File: config.mk
export PLATFORM = sky130hd
export DESIGN_NAME = pipe_stage_elastic
export DESIGN_NICKNAME = d
export VERILOG_FILES = /design/src/rtl/pipe_stage_elastic.sv
export SDC_FILE = /design/constraint.sdc
export NUM_CORES = 1
export LEC_CHECK = 0
export ABC_AREA = 1
export ABC_CLOCK_PERIOD_IN_PS = 16300
export CORE_ASPECT_RATIO = 0.9
export CORE_UTILIZATION = 47
export CTS_CLUSTER_SIZE = 8
export DETAILED_ROUTE_END_ITERATION = 6
export DONT_BUFFER_PORTS = 1
export PLACE_DENSITY = 0.66
export SLEW_MARGIN = 20
export SYNTH_ARGS = -nofsm -noshare
export SYNTH_HDL_FRONTEND = slang
export SYNTH_SLANG_ARGS = --single-unit
File: constraint.sdc
create_clock -name clk -period 16.3 [get_ports clk]
set_input_delay 2.445 -clock clk [delete_from_list [all_inputs] [get_ports clk]]
set_output_delay 2.445 -clock clk [all_outputs]
set_load 0.01 [all_outputs]
File: src/rtl/pipe_stage_elastic.sv
// pipe_stage_elastic: valid/ready pipeline stage with 2-entry skid, flush and field override.
// Optional PIPE_STAGE_STATS_EN adds saturating stall_cnt/full_cnt outputs.
module pipe_stage_elastic #(
  parameter int DATA_W  = 192,
  parameter int FWD_LSB = 64,
  parameter int FWD_W   = 32
) (
  input  logic              clk,
  input  logic              rst,
  input  logic              flush,
  input  logic              in_valid,
  output logic              in_ready,
  input  logic [DATA_W-1:0] in_data,
  input  logic              fwd_en,
  input  logic [FWD_W-1:0]  fwd_data,
  output logic              out_valid,
  input  logic              out_ready,
  output logic [DATA_W-1:0] out_data,
  output logic [1:0]        occupancy
`ifdef PIPE_STAGE_STATS_EN
  ,
  output logic [31:0]       stall_cnt,
  output logic [31:0]       full_cnt
`endif
);
  if (FWD_W < 1 || FWD_LSB + FWD_W > DATA_W) begin : g_bad_params
    $error("pipe_stage_elastic: override field out of range");
  end
  typedef enum logic [1:0] {EMPTY = 2'd0, ONE = 2'd1, FULL = 2'd2} state_t;
  state_t state_q, state_d;
  logic [DATA_W-1:0] main_q, main_d, skid_q, skid_d, word;
  logic accept, pop;
  assign in_ready  = state_q != FULL;
  assign out_valid = state_q != EMPTY;
  assign occupancy = state_q;
  assign out_data  = main_q;
  assign accept    = in_valid & in_ready;
  assign pop       = out_valid & out_ready;
  always_comb begin
    word = in_data;
    if (fwd_en) word[FWD_LSB +: FWD_W] = fwd_data;
  end
  always_comb begin
    state_d = state_q;
    main_d  = main_q;
    skid_d  = skid_q;
    case (state_q)
      EMPTY: if (accept) begin
        state_d = ONE;
        main_d  = word;
      end
      ONE: if (accept && pop) main_d = word;
      else if (accept) begin
        state_d = FULL;
        skid_d  = word;
      end
      else if (pop) state_d = EMPTY;
      FULL: if (pop) begin
        state_d = ONE;
        main_d  = skid_q;
      end
      default: state_d = EMPTY;
    endcase
    // flush drops the state only; data registers keep stale words
    if (flush) begin
      state_d = EMPTY;
      main_d  = main_q;
      skid_d  = skid_q;
    end
  end
  always_ff @(posedge clk or posedge rst)
    if (rst) begin
      state_q <= EMPTY;
      main_q  <= '0;
      skid_q  <= '0;
    end else begin
      state_q <= state_d;
      main_q  <= main_d;
      skid_q  <= skid_d;
    end
`ifdef PIPE_STAGE_STATS_EN
  logic [31:0] stall_cnt_q, stall_cnt_d, full_cnt_q, full_cnt_d;
  assign stall_cnt = stall_cnt_q;
  assign full_cnt  = full_cnt_q;
  always_comb begin
    stall_cnt_d = stall_cnt_q + {31'b0, out_valid & ~out_ready & ~&stall_cnt_q};
    full_cnt_d  = full_cnt_q + {31'b0, (state_q == FULL) & ~&full_cnt_q};
  end
  always_ff @(posedge clk or posedge rst)
    if (rst) begin
      stall_cnt_q <= '0;
      full_cnt_q  <= '0;
    end else begin
      stall_cnt_q <= stall_cnt_d;
      full_cnt_q  <= full_cnt_d;
    end
`endif
endmodule

==> results by group <==
Status
  • Status: finished, final reports clean

Placed design
  • Dpl cell area: between 15000 and 20000 sq um
  • I/O Buffers: 0
  • Placer Congestion: between 0.8 and 0.9
  • Hpwl dp: 27430 um

Power and ir drop
  • Maximum vdd drop: between 0.1 and 0.15 mV
  • Clock Power Share: 32.4%
  • Switching Power: 0.9900 mW
  • Flop pwr share: 52.0%
  • Logic pwr share: 15.6%
  • Leakage power: 10.11 nW
  • P_int: between 2 and 2.5 mW
  • Switching share of power: 32.50%
  • PD cells: 159.4 nW/um^2

Cells and area
  • Area Overhead vs Synth: 8.595%
  • Post-route design area: around 19000 sq um
  • Layout cells sized above 1: 3.565%
  • # nets final: 2414
  • Multi-input gate area: 6404 sq um
  • Sequential cell area: 9659 sq um
  • Fillers: 3482

Yosys
  • Synth top area cells: dfrtp_1 (55%), nand2_1 (19%), nand3_1 (7.4%)
  • Synthesized flop and latch total: roughly 390
  • Sequential-to-total area share from yosys stat: 54.88%
  • Synth Area in XOR/XNOR: 0%
  • Distinct cells, synth: 15
  • Mean area per synthesized cell: between 7 and 8 sq um
  • Post-synth top area share: 54.88%
  • Post-synthesis compound-gate area fraction: 9.199%
  • Post-Syn Area: around 18000 sq um
  • Synth Area in Simple Gates: 26.97%
  • Mapped Cells: 2273
  • Largest family of logic cells by synthesized area: simple AND/OR/NAND/NOR gates
  • Synth Warn #: 0
  • Post-synthesis adder-cell area fraction: 0%
  • Leading area contributor after synthesis: dfrtp_1
  • Mux share of post-synthesis cell area: 0%
  • Syn Nets: 2503

CTS
  • CTS root buf: clkbuf_16
  • Deepest clock path buffer count: 3
  • # hold bufs at CTS: 0
  • CTS tree: done
  • Number of CTS-inserted buffers: 54
  • Clk_lat worst skew: 560 ps
  • Post-CTS resize count: 0
  • Clk pin slew, worst setup/hold paths: 50 ps
  • CTS Sinks: about 390
  • H-tree levels: 2
  • Setup bufs post-CTS: 0

Global route
  • M2 GR Usage: ~36%
  • Vias in the first global route: approximately 13000
  • Largest net degree at the start of global routing: 194
  • GR met1 Demand/Resource: 31.32%
  • GR peak layer: met2
  • First-pass GRT wire length: 72130 um
  • Tot GR Track Use: 23.55%
  • Overflow after GRT: 0
  • Initial antenna violation count: 3
  • M3 GR Usage: 7.668%

Timing
  • Clock skew: 13.97 ps
  • Final hold violations: 0
  • RSZ-0062 raised after global routing: no
  • Slew Viols, Final: 0
  • Max-Slew Margin vs Limit: 14.81%
  • Final setup fails: 0
  • Tcrit/Tclk final: a little under a third
  • Final min period: a little over 5000 ps
  • Worst-margin pin slew: 1278 ps
  • Setup TNS: 0 ps
  • FMAX: 194.9 MHz

Worst setup path
  • CP Class: in -> reg
  • Crit-path max FO: 193
  • RR Startpoint: occupancy[1]
  • Worst Path Arrival: 5580 ps
  • Reg2reg setup slack: 12520 ps
  • Worst path required time: 16750 ps
  • FF-to-FF End: out_data[116]
  • Startpoint types: primary input
  • Worst reg2reg path depth: 7
  • Worst Setup End Kind: flip-flop

Detailed routing
  • Routed Antenna Nets: 0
  • WL/cell: approximately 17 um
  • Post-route DRC: 0
  • Drt total wl: 45510 um
  • Vias per Instance: 5.322
  • 1st-iter DRT viols: 1100
  • 1st-pass router iterations: 6
  • Vias: 14190

Job
  • Max-cap violations: 0

Floorplan
  • Die height: 185.6 um
  • Rows: 66
  • Core box area: roughly 37000 sq um
  • Full die area: 38220 sq um
  • Initial core utilization: 48.22%
  • Boundary Pins: around 430
  • DIE WIDTH: 206.0 um

Hold path
  • Hold Crit Endpoint: skid_q[71]
  • Worst hold path type: reg -> reg
  • Worst hold path cell count: 2
  • Min-delay src: skid_q[71]
critical path, cell delays in order:
cell and delay [ps]:
inv_2 30, o211ai_1 270, buf_12 490, nand2_8 670, buf_4 680, nand2_1 210, nand2_1 70
how the worst max path moves through the flow:
stage / depth (start not counted) / slack [ps] / to / start
2_1_floorplan: 1 / 3130 / occupancy[0] / rst
3_3_place_gp: 7 / 10750 / out_data[128] / out_ready
4_1_cts: 7 / 11250 / out_data[116] / out_ready
6_report: 7 / 11170 / out_data[116] / out_ready
3_5_place_dp: 7 / 10660 / out_data[116] / out_ready
5_1_grt: 8 / 11340 / skid_q[139] / flush
logic make-up after synthesis:
family	Yosys count
simple gates	1176
buf+inv	388
compound gates	323
flops	386
layer usage:
metal,vias up,routed length (um)
met5,-,0
met1,6691,19430
li1,6918,-
met4,0,1624
met2,499,20350
met3,86,4112
synthesized netlist by cell type (all sizes together):
library cell	instances
clkbuf	56
o211ai	1
o21ai	321
inv	234
a21oi	1
nor2	5
dfrtp	386
nand2	910
buf	98
nor3	1
nand3	259
nand4	1
layout make-up:
cell class	count	area share, %
Sequential cell	386	50.54
Multi-Input combinational cell	1499	33.51
Clock buffer	57	7.293
Inverter	234	4.740
Tap cell	476	3.116
Timing Repair Buffer	9	0.5892
Clock inverter	3	0.1768
Antenna cell	3	0.03928
cells in the final DEF (no fill, tap or decap), types with 2 or more instances in the layout:
master     Yosys  final
buf_12         0      3
buf_4          0      4
buf_6          0      2
clkbuf_16      0     55
dfrtp_1      386    386
diode_2        0      3
inv_1        229    228
inv_2          5      3
inv_8          0      2
nand2_1      910    908
nand3_1      259    259
nor2_1         5      4
o21ai_0      256    256
o21ai_1       65     65
flip-flops by register name, indices dropped and copies added (netlist names):
| name | cells |
|---|---|
| occupancy | 2 |
| out_data | 192 |
| skid_q | 192 |
metrics by stage:
stage	util (%)	worst slack, ps	total power, mW	cells	hold slack [ps]
2_1_floorplan	-	3128	1.913	2273	449.4
3_3_place_gp	48.37	10750	2.046	2604	462.1
3_5_place_dp	48.37	10660	2.075	2604	465.2
4_1_cts	52.28	11250	3.079	2664	479.2
5_1_grt	52.36	11340	3.241	2667	498.9
6_report	52.36	11170	3.046	2667	478.0
power by group through the flow:
| stage | clock [mW] | sequential [mW] | combinational, mW |
|---|---|---|---|
| after floorplan | 0 | 1.52 | 0.396 |
| after global placement | 0 | 1.59 | 0.458 |
| after detailed placement | 0 | 1.59 | 0.481 |
| after CTS | 1.01 | 1.58 | 0.483 |
| after global routing | 1.05 | 1.62 | 0.568 |
| final | 0.986 | 1.58 | 0.475 |
(Power assumes the default switching activity.)
